==> config.mk <==
export PLATFORM = sky130hd
export DESIGN_NAME = mem_arbiter
export DESIGN_NICKNAME = d
export VERILOG_FILES = /design/src/rtl/mem_arbiter_pkg.sv /design/src/rtl/mem_arb_prio.sv /design/src/rtl/mem_arbiter.sv
export SDC_FILE = /design/constraint.sdc
export NUM_CORES = 1
export LEC_CHECK = 0
export BUFFER_PORTS_ARGS = -buffer_cell sky130_fd_sc_hd__buf_2
export CORE_MARGIN = 2
export CORE_UTILIZATION = 47
export CTS_CLUSTER_DIAMETER = 50
export DETAILED_ROUTE_END_ITERATION = 10
export PLACE_DENSITY_LB_ADDON = 0.05
export SLEW_MARGIN = 20
export SYNTH_ARGS = -nofsm -noshare
export SYNTH_HDL_FRONTEND = slang
export SYNTH_SLANG_ARGS = --single-unit
==> constraint.sdc <==
create_clock -name clk -period 2.08 [get_ports clk]
set_clock_uncertainty 0.05 [all_clocks]
set_input_delay 0.416 -clock clk [delete_from_list [all_inputs] [get_ports clk]]
set_output_delay 0.416 -clock clk [all_outputs]
set_load 0.01 [all_outputs]
==> src/rtl/mem_arbiter_pkg.sv <==
// Shared CPU package: FSM state and owner encodings plus arbiter defaults.
// Imported by the arbiter top and its priority sub-module.
package mem_arbiter_pkg;

    typedef enum logic [1:0] {
        ST_IDLE  = 2'd0,
        ST_ISSUE = 2'd1,
        ST_RESP  = 2'd2
    } state_t;

    typedef enum logic {
        OWN_IF = 1'b0,
        OWN_D  = 1'b1
    } owner_t;

    localparam int STARVE_MAX_DEF = 4;

endpackage

==> src/rtl/mem_arb_prio.sv <==
// Grant selection between fetch and data requesters.
// Data wins unless the fetch side has waited through STARVE_MAX data grants.
module mem_arb_prio
    import mem_arbiter_pkg::*;
#(
    parameter int STARVE_MAX = STARVE_MAX_DEF,
    parameter int CNT_W      = $clog2(STARVE_MAX + 1)
) (
    input  logic             if_req,
    input  logic             d_req,
    input  logic [CNT_W-1:0] starve_cnt,
    output logic             sel_if,
    output logic             sel_d
);

    localparam logic [CNT_W-1:0] CNT_MAX = CNT_W'(STARVE_MAX);

    logic starved;

    always_comb begin
        starved = if_req && (starve_cnt == CNT_MAX);
        sel_d   = d_req && !starved;
        sel_if  = if_req && !sel_d;
    end

endmodule

==> src/rtl/mem_arbiter.sv <==
// Two-requester (fetch/data) single-port memory arbiter, one outstanding access.
// state | meaning: IDLE = grant window, ISSUE = mem_en strobe, RESP = rvalid to owner.
module mem_arbiter
    import mem_arbiter_pkg::*;
#(
    parameter int ADDR_W     = 16,
    parameter int DATA_W     = 32,
    parameter int STARVE_MAX = STARVE_MAX_DEF
) (
    input  logic              clk,
    input  logic              rst,
    input  logic              if_req,
    input  logic [ADDR_W-1:0] if_addr,
    output logic              if_gnt,
    output logic              if_rvalid,
    output logic [DATA_W-1:0] if_rdata,
    input  logic              d_req,
    input  logic              d_we,
    input  logic [ADDR_W-1:0] d_addr,
    input  logic [DATA_W-1:0] d_wdata,
    output logic              d_gnt,
    output logic              d_rvalid,
    output logic [DATA_W-1:0] d_rdata,
    output logic              mem_en,
    output logic              mem_we,
    output logic [ADDR_W-1:0] mem_addr,
    output logic [DATA_W-1:0] mem_wdata,
    input  logic [DATA_W-1:0] mem_rdata
);

    localparam int               CNT_W   = $clog2(STARVE_MAX + 1);
    localparam logic [CNT_W-1:0] CNT_MAX = CNT_W'(STARVE_MAX);

    state_t              state_q, state_d;
    owner_t              owner_q, owner_d;
    logic                we_q, we_d;
    logic [ADDR_W-1:0]   addr_q, addr_d;
    logic [DATA_W-1:0]   wdata_q, wdata_d;
    logic [CNT_W-1:0]    cnt_q, cnt_d;
    logic [DATA_W-1:0]   if_rdata_q, if_rdata_d;
    logic [DATA_W-1:0]   d_rdata_q, d_rdata_d;
    logic                sel_if, sel_d;

    mem_arb_prio #(
        .STARVE_MAX (STARVE_MAX),
        .CNT_W      (CNT_W)
    ) u_prio (
        .if_req     (if_req),
        .d_req      (d_req),
        .starve_cnt (cnt_q),
        .sel_if     (sel_if),
        .sel_d      (sel_d)
    );

    // Captured address/data drive the memory port directly, so they hold between accesses.
    assign mem_addr  = addr_q;
    assign mem_wdata = wdata_q;

    always_comb begin
        state_d    = state_q;
        owner_d    = owner_q;
        we_d       = we_q;
        addr_d     = addr_q;
        wdata_d    = wdata_q;
        cnt_d      = cnt_q;
        if_rdata_d = if_rdata_q;
        d_rdata_d  = d_rdata_q;
        if_gnt     = 1'b0;
        d_gnt      = 1'b0;
        mem_en     = 1'b0;
        mem_we     = 1'b0;
        if_rvalid  = 1'b0;
        d_rvalid   = 1'b0;
        if_rdata   = if_rdata_q;
        d_rdata    = d_rdata_q;

        case (state_q)
            ST_IDLE: begin
                // Grants are suppressed while reset is asserted.
                if (rst) begin
                    if_gnt = sel_if;
                    d_gnt  = sel_d;
                    if (sel_d) begin
                        owner_d = OWN_D;
                        we_d    = d_we;
                        addr_d  = d_addr;
                        wdata_d = d_wdata;
                        state_d = ST_ISSUE;
                        if (if_req && (cnt_q != CNT_MAX)) begin
                            cnt_d = cnt_q + CNT_W'(1);
                        end
                    end else if (sel_if) begin
                        owner_d = OWN_IF;
                        we_d    = 1'b0;
                        addr_d  = if_addr;
                        wdata_d = '0;
                        cnt_d   = '0;
                        state_d = ST_ISSUE;
                    end
                end
            end
            ST_ISSUE: begin
                mem_en  = 1'b1;
                mem_we  = we_q && (owner_q == OWN_D);
                state_d = ST_RESP;
            end
            ST_RESP: begin
                if (owner_q == OWN_IF) begin
                    if_rvalid  = 1'b1;
                    if_rdata   = mem_rdata;
                    if_rdata_d = mem_rdata;
                end else begin
                    d_rvalid  = 1'b1;
                    d_rdata   = we_q ? '0 : mem_rdata;
                    d_rdata_d = we_q ? '0 : mem_rdata;
                end
                state_d = ST_IDLE;
            end
            default: begin
                state_d = ST_IDLE;
            end
        endcase
    end

    always_ff @(posedge clk) begin
        if (!rst) begin
            state_q    <= ST_IDLE;
            owner_q    <= OWN_IF;
            we_q       <= 1'b0;
            addr_q     <= '0;
            wdata_q    <= '0;
            cnt_q      <= '0;
            if_rdata_q <= '0;
            d_rdata_q  <= '0;
        end else begin
            state_q    <= state_d;
            owner_q    <= owner_d;
            we_q       <= we_d;
            addr_q     <= addr_d;
            wdata_q    <= wdata_d;
            cnt_q      <= cnt_d;
            if_rdata_q <= if_rdata_d;
            d_rdata_q  <= d_rdata_d;
        end
    end

endmodule

== Word-level counts from Yosys, hierarchy flattened ==
Index checks and enable logic that the tools add are counted.
Cells by class
  muxes and demuxes: 28
  reductions and logical operators: 11
  magnitude comparators: 0
  equal/unequal tests: 6
  bitwise logic cells: 0
  $mul: 0
  div/mod/pow operators: 0
  $add $sub $neg: 1
  shifts and indexed selects: 0
Operators by type and width (count)
  $mux W32: 7
  $mux W16: 2
  $mux W1: 13
  $mux W3: 3
  $ne A3 B3 Y1 const B: 2
  $logic_and A1 B1 Y1: 5
  $mux W2: 2
  $pmux W2 S2: 1
  $add A3 B1 Y3 const B: 1
  $eq A3 B3 Y1 const B: 1
  $reduce_and A3 Y1: 1
  $eq A2 B1 Y1 const B: 1
  $eq A2 B2 Y1 const B: 1
  $logic_not A1 Y1: 2
  $logic_not A2 Y1: 1
  $ne A2 B1 Y1 const B: 1
  $reduce_and A2 Y1: 1
  $reduce_bool A2 Y1: 1
Word-level totals
  ROM bits: 0
  memories: 0
  input bits: 101
  register bits after elaboration: 119
  RAM bits: 0
  bits in latches: 0

== Logic depth before layout (Yosys ltp) ==
Gate-level depths: netlist of the first run.
  word-level depth: 9
  depth in mapped cells: 7
  depth with buffers taken out: 5

== Modules after synthesis ==
From an unflattened synthesis of the first run, not the netlist that was laid out.
Second synthesis, totals
  cells, all modules: 482
  area total of the unflattened synthesis: 4848.4 µm²
Modules (own cells, without submodules)
  mem_arbiter: area an instance 4815.9 µm², cells an instance 478, seq. area each 2382.3 µm², instances 1
  mem_arb_prio: area an instance 32.5 µm², cells an instance 4, seq. area each 0.0 µm², instances 1

== Worst setup path before layout of the first run ==
Ideal clock, no wire load.
  path type: reg2out
  start point: register state_q[1]
  end point: output if_rdata[12]
  path buffers: 1
  stages on the path, launching flop included: 4
  setup slack: 347 ps
  data arrival time: 1267 ps
  path through: dfxtp_1 -> nor3b_4 -> buf_6 -> mux2_4
Between the ends
  word-level cells in the longest chain between the ends: 2
Ends and longest elaborated chain
  from (decl): RTL line mem_arbiter.sv:34  | state_t state_q, state_d;
  from (signal assigned): RTL line mem_arbiter.sv:136  | state_q <= state_d;
  $eq A2 B2 Y1: RTL line mem_arbiter.sv:77  | case (state_q)
  $mux W32: RTL line mem_arbiter.sv:77
  to (decl): RTL line mem_arbiter.sv:16  | output logic [DATA_W-1:0] if_rdata,
Every way passes these cells.

== Final worst setup path of the first run ==
  start point: register owner_q
  end point: output if_rdata[5]
Between the ends
  word-level cells in the longest chain between the ends: 2
Ends and longest elaborated chain
  from (decl): RTL line mem_arbiter.sv:35  | owner_t owner_q, owner_d;
  from (signal assigned): RTL line mem_arbiter.sv:137  | owner_q <= owner_d;
  $mux W32: RTL line mem_arbiter.sv:108  | if (owner_q == OWN_IF) begin
  $mux W32: RTL line mem_arbiter.sv:77
Every way passes these cells.

==> results of run 1 <==
layout make-up:
| type | instances | area share |
|---|---|---|
| clock buffer | 21 | 0.0633 |
| multi-input combinational | 318 | 0.324 |
| clock inverter | 11 | 0.0138 |
| timing repair buffer | 253 | 0.243 |
| sequential | 119 | 0.330 |
| tap | 136 | 0.0235 |
| inverter | 4 | 0.00207 |
metal layers:
layer  GRT usage  vias up  part of all wire
met5           0        -                 0
met4      0.0705        0            0.0085
met3      0.0674        9             0.063
met2       0.422      153              0.51
met1       0.294     2132              0.42
li1            -     2171                 -
layout by cell type, fill, tap and decap left out, types with 2 or more instances in the layout:
cell | netlist | layout
mux2_4 | 29 | 32
nand3b_1 | 33 | 33
clkbuf_16 | 0 | 16
nor3b_1 | 2 | 2
nand4_1 | 2 | 2
a21boi_0 | 16 | 16
o21bai_1 | 16 | 16
and3_1 | 17 | 17
buf_12 | 0 | 5
a22o_1 | 33 | 33
o311a_1 | 16 | 16
nand2_1 | 66 | 65
buf_16 | 0 | 3
clkinv_4 | 0 | 2
inv_1 | 3 | 2
clkinv_2 | 0 | 3
buf_2 | 10 | 176
a21oi_1 | 35 | 35
dfxtp_1 | 119 | 113
dfxtp_2 | 0 | 5
inv_2 | 1 | 2
and2_1 | 33 | 33
clkinvlp_4 | 0 | 5
buf_6 | 7 | 46
clkbuf_8 | 0 | 4
buf_4 | 0 | 22
nor2_1 | 3 | 3
final timing paths:
check           startpoint        endpoint
max                owner_q     if_rdata[5]
min             d_wdata[2]    mem_wdata[2]
max reg2reg        owner_q  if_rdata_q[16]
min reg2reg  d_rdata_q[17]   d_rdata_q[17]
power by group through the flow:
stage               combinational [mW]  clock, mW  sequential (mW)
floorplan                        0.401          0             2.52
global placement                 0.728          0             2.49
detailed placement               0.741          0             2.49
CTS                              0.854       2.75             2.45
global route                     0.931       2.87             2.46
finish                           0.865       2.70             2.45
cells in the mapped netlist, types with 2 or more instances:
library cell / n / area (sq um)
o311a_1: 16 / 160
nand3b_1: 33 / 248
o21bai_1: 16 / 120
a22o_1: 33 / 289
nor3b_1: 2 / 15.0
clkbuf_1: 22 / 82.6
nor2_1: 3 / 11.3
and3_1: 17 / 106
buf_2: 10 / 50.1
dfxtp_1: 119 / 2380
inv_1: 3 / 11.3
ha_1: 2 / 25.0
a21oi_1: 35 / 175
nand4_1: 2 / 12.5
mux2_2: 3 / 33.8
buf_6: 7 / 78.8
and2_1: 33 / 206
mux2_4: 29 / 435
a21boi_0: 16 / 120
nand2_1: 66 / 248
state kept, by name, summed over array words and instances, names as in the netlist:
signal,flops
owner_q,1
mem_wdata,32
state_q,2
d_rdata_q,32
mem_addr,16
if_rdata_q,32
we_q,1
cnt_q,3
repair_timing:
item                                    CTS  global route
resized for setup                        59            16
pin swaps                                10             6
buffers inserted                         11             2
cloned                                    3             0
endpoints found under the setup margin   67            69
kinds of logic (layout without fill, tap and decap cells):
kind of cell | count (synthesis) | in the layout | synth area share
AOI/OAI and AO/OA | 121 | 121 | 0.183
adders and majority gates | 2 | 2 | 0.00509
buffers and inverters | 43 | 289 | 0.0461
DFF | 119 | 119 | 0.485
muxes | 32 | 32 | 0.0955
and+or+nand+nor | 163 | 163 | 0.186
worst reg2reg max path, cell delays in order (launching register included):
cell     delay (ns)
dfxtp_2        0.34
nor3b_4        0.19
buf_6          0.15
buf_6          0.11
buf_12         0.14
mux2_4         0.32
buf_4          0.14
and2_1         0.16
==> impl_metrics.json, run 1 <==
{
  "outcome": "complete, but fails checks",
  "violations": "setup timing",
  "synth_edf_count": 0,
  "initial_core_util": 0.480,
  "p_int_mw": 4.53,
  "min_delay_path_depth": 2,
  "timing.hold.ws_ns": 0.0713,
  "synth.cell_area_sq_mm": 0.00491,
  "io_buffers": 218,
  "die-area_sq_mm": 0.0113,
  "p_comb_frac": 0.144,
  "setup_tns_ns": -14.08,
  "vias_per_cell": 5.18,
  "seq_power_share": 0.407,
  "slowest_delay_ns": 0.34,
  "r2r_cells": 7,
  "slew_viol_final": 0,
  "place_hpwl_um": 8810,
  "fin_ws_ns": -0.273,
  "switching_share": 0.245,
  "ios": 219,
  "setup_viol": 66,
  "vias": 4465,
  "post_drt_wl_per_cell_um": 15.9,
  "crit_top_cell": "buf_6",
  "grt_usage": 0.243,
  "grt_max_degree": 37,
  "cp.arrival_ns": 1.89,
  "hold_viol": 0,
  "hold_buffers": 0,
  "fin_crit_ns": 2.35,
  "clk_latency_ns": 0.50,
  "drc": 0,
  "fillerInstances": 792,
  "clkPwrFrac": 0.449,
  "syn_to_final_growth_pct": 47.5,
  "dp_slack_ns": 0.180,
  "multi_input_area_sq_mm": 0.00235,
  "cts-htree-levels": 4,
  "crit_type": "reg -> out",
  "critical_path_required_ns": 1.61,
  "final-seq-area_sq_mm": 0.00239,
  "finalNetCount": 816,
  "drt_iter0_markers": 234,
  "die_w_um": 106,
  "avgSynthCellArea_sq_um": 10.2,
  "place_congestion": 0.750,
  "yosysSeqAreaShare": 0.485,
  "clk_pin_slew_ns": 0.06,
  "yosysWarnings": 0,
  "drive_gt1_frac": 0.457,
  "rows": 37,
  "syn_inst": 480,
  "placed_cell_area_sq_mm": 0.00613,
  "regToRegSetupSlack_ns": 0.38,
  "cts_root_buffer": "clkbuf_8",
  "fin_util": 0.709,
  "syn_nets": 583,
  "critPathSlowestCell": "dfxtp_2",
  "dr.pass1.iters": 4,
  "placed_cells": 814,
  "synthArstFlopShare": 0,
  "worstSetupStartpointType": "flip-flop",
  "max_freq_ghz": 0.425,
  "postRouteAntennaNets": 0,
  "cts.sink_count": 119,
  "path_buf_inv": 4,
  "crit_family": "buffers and inverters",
  "cp.depth": 6,
  "max_cap_viol_count": 0,
  "leakagePower_nw": 3.58,
  "numCtsBuffers": 17,
  "power.density_mw_per_mm2": 829,
  "ys_ff_latch": 119,
  "path_max_fanout": 8,
  "p_sw_mw": 1.47,
  "worstHoldPathType": "in -> reg",
  "overflow": 0,
  "post-route-cell-area_sq_mm": 0.00725,
  "diodes": 0,
  "relSlewSlack": 0.741,
  "rsz0062_at_grt": "yes",
  "vdd_drop_max_v": 0.000428,
  "die_h_um": 106,
  "min_period_over_period": 1.13,
  "drt_wl_total_um": 13700,
  "total_power_mw": 6.01,
  "end_kind": "output pin",
  "clockBufferDepth": 2,
  "grt_first_pass_wirelength_um": 21700,
  "antenna_found_initial": 0,
  "final_cells": 862,
  "cp_cell_sequence": "nor3b_4 -> buf_6 -> buf_6 -> buf_12 -> mux2_4 -> buf_6",
  "cts_tree": "yes",
  "worstMarginPinSlew_ns": 0.389,
  "grt_pass1_vias": 4447,
  "netlist-cell-type-count": 33,
  "synth_ff_type": "dfxtp_1",
  "core_region_area_sq_mm": 0.0102
}
No activity file was read; power rests on OpenSTA's default activity.
==> run 2: changes to the inputs <==
--- a/config.mk
+++ b/config.mk
@@ -5,9 +5,10 @@
 export SDC_FILE = /design/constraint.sdc
 export NUM_CORES = 1
 export LEC_CHECK = 0
+export ABC_AREA = 1
 export BUFFER_PORTS_ARGS = -buffer_cell sky130_fd_sc_hd__buf_2
 export CORE_MARGIN = 2
-export CORE_UTILIZATION = 47
+export CORE_UTILIZATION = 48
 export CTS_CLUSTER_DIAMETER = 50
 export DETAILED_ROUTE_END_ITERATION = 10
 export PLACE_DENSITY_LB_ADDON = 0.05
==> impl_metrics.json, run 2 <==
{
  "synth.top_cell.area_share": 0.463,
  "finalNetCount": 1042,
  "layout_common_cells": "buf_2 (202), nand2_1 (161), dfxtp_1 (114), nand3_1 (82), inv_1 (75)",
  "vias_per_cell": 4.89,
  "min_period_over_period": 1.04,
  "synthXorXnorAreaFrac": 0,
  "io_buffers": 218,
  "drt_iter0_markers": 279,
  "synthMuxAreaShare": 0,
  "grt_pass1_vias": 4916,
  "violations": "setup timing",
  "fin_ws_ns": -0.0913,
  "power.density_mw_per_mm2": 855,
  "total_power_mw": 6.63,
  "slowest_delay_ns": 0.33,
  "ys_ff_latch": 119,
  "syn_to_final_growth_pct": 50.8,
  "synthArstFlopShare": 0,
  "synth-compound-area-share": 0.120,
  "numCtsBuffers": 17,
  "initial_core_util": 0.496,
  "die_w_um": 108,
  "min_delay_path_depth": 3,
  "diodes": 0,
  "yosysWarnings": 0,
  "relSlewSlack": 0.620,
  "cts-htree-levels": 4,
  "grt_max_degree": 67,
  "overflow": 0,
  "outcome": "complete, but fails checks",
  "cts_root_buffer": "clkbuf_8",
  "max_freq_ghz": 0.461,
  "hold_viol": 0,
  "synth_area_leaders": "dfxtp_1 (46%), nand2_1 (13%), nand3_1 (8.3%)",
  "synth.cell_area_sq_mm": 0.00514,
  "crit_family": "buffers and inverters",
  "core_region_area_sq_mm": 0.0104,
  "drc": 0,
  "max_cap_viol_count": 0,
  "cp_cell_sequence": "inv_2 -> nand2_4 -> inv_8 -> nand2_8 -> buf_12 -> nand2_1 -> o21ai_4 -> inv_1 -> buf_2",
  "clk_pin_slew_ns": 0.06,
  "drt_wl_total_um": 15100,
  "netlist-cell-type-count": 23,
  "final_common_cell": "buf_2",
  "ios": 219,
  "die_h_um": 108,
  "cp.depth": 9,
  "fin_crit_ns": 2.17,
  "yosysSeqAreaShare": 0.463,
  "regToRegSetupSlack_ns": 0.46,
  "vias": 5319,
  "worstMarginPinSlew_ns": 0.570,
  "worstSetupStartpointType": "flip-flop",
  "cp.arrival_ns": 1.71,
  "synth_ff_type": "dfxtp_1",
  "place_hpwl_um": 9110,
  "syn_inst": 711,
  "synth_top_family_by_area": "simple AND/OR/NAND/NOR gates",
  "cts_tree": "yes",
  "setup_viol": 62,
  "vdd_drop_max_v": 0.000820,
  "slew_viol_final": 0,
  "rows": 37,
  "grt_usage": 0.242,
  "timing.hold.ws_ns": 0.0426,
  "post_drt_wl_per_cell_um": 13.8,
  "syn_nets": 814,
  "leakagePower_nw": 4.20,
  "clockBufferDepth": 2,
  "critical_path_required_ns": 1.61,
  "die-area_sq_mm": 0.0116,
  "place_congestion": 0.829,
  "placed_cells": 1034,
  "r2r_cells": 7,
  "dr.pass1.iters": 5,
  "path_buf_inv": 5,
  "rsz0062_at_grt": "yes",
  "synth_common_cells": "nand2_1 (181), dfxtp_1 (119), inv_1 (87), nand3_1 (85), nor2_1 (55)",
  "antenna_found_initial": 0,
  "final_cells": 1088,
  "setup_tns_ns": -2.47,
  "synth_edf_count": 0,
  "netlist.top_cell.by_area": "dfxtp_1",
  "avgSynthCellArea_sq_um": 7.23,
  "dp_slack_ns": 0.325,
  "clk_latency_ns": 0.51,
  "cts.sink_count": 119,
  "synth_most_common_cell": "nand2_1",
  "postRouteAntennaNets": 0,
  "drive_gt1_frac": 0.416,
  "end_kind": "output pin",
  "hold_buffers": 0,
  "synthAdderAreaFrac": 0.00486,
  "worstHoldPathType": "in -> reg",
  "path_max_fanout": 13,
  "critPathSlowestCell": "dfxtp_2",
  "synth-simple-area-share": 0.296,
  "grt_first_pass_wirelength_um": 22300,
  "crit_type": "reg -> out"
}
==> run 2: cell types whose count changed after synthesis, sizes merged, moves of 17 or more <==
cell / change
nand3b: -33
and2: -33
mux2: -32
inv: +89
a22o: -33
nand3: +85
nand2: +125
nor2: +71
o21ai: +48
and3: -17
==> run 2: kinds of logic (layout without fill, tap and decap cells) <==
family / after synthesis / in the layout
compound gates: 100 / 100
fa+ha+maj: 2 / 2
buf+inv: 138 / 378
flops: 119 / 119
simple gates: 352 / 353
==> run 2: final timing paths <==
path	start	endpoint
min reg2reg	mem_wdata[19]	mem_wdata[19]
max reg2reg	state_q[0]	owner_q
max	state_q[0]	if_rdata[11]
min	d_wdata[16]	mem_wdata[16]
==> run 2: per-layer routing <==
metal	up-vias	part of all wire	track usage
li1	2671	-	-
met1	2442	0.41	0.274
met2	178	0.49	0.413
met3	28	0.075	0.0890
met4	0	0.025	0.0943
met5	-	0	0
==> run 2: worst min-delay path: stages <==
cell and delay (ns):
buf_2 0.07, nand2_1 0.04, nand2_1 0.05
==> run 2: layout make-up <==
class / instances / area (sq um)
Tap cell: 136 / 170
Clock inverter: 11 / 171
Fill cell: 806 / 2620
Sequential cell: 119 / 2390
Inverter: 93 / 362
Clock buffer: 21 / 459
Multi-Input combinational cell: 455 / 2550
Timing Repair Buffer: 253 / 1650
==> run 2: repair_timing <==
item | CTS | global route
setup buffers | 4 | 11
gates resized for setup | 46 | 68
pin swaps | 2 | 14
gates cloned | 3 | 4
endpoints found under the setup margin | 64 | 66
==> run 2: report_power, final <==
part | internal (mW) | switching [mW]
Combinational | 0.463 | 0.634
Sequential | 2.41 | 0.0554
Clock | 2.04 | 1.03
Total | 4.91 | 1.72
==> run 2: through the flow <==
step | cell area [sq um] | util
CTS | 7280 | 0.702
floorplan | 5140 | -
global placement | 6330 | 0.610
finish | 7750 | 0.748
global route | 7750 | 0.748
detailed placement | 6330 | 0.610
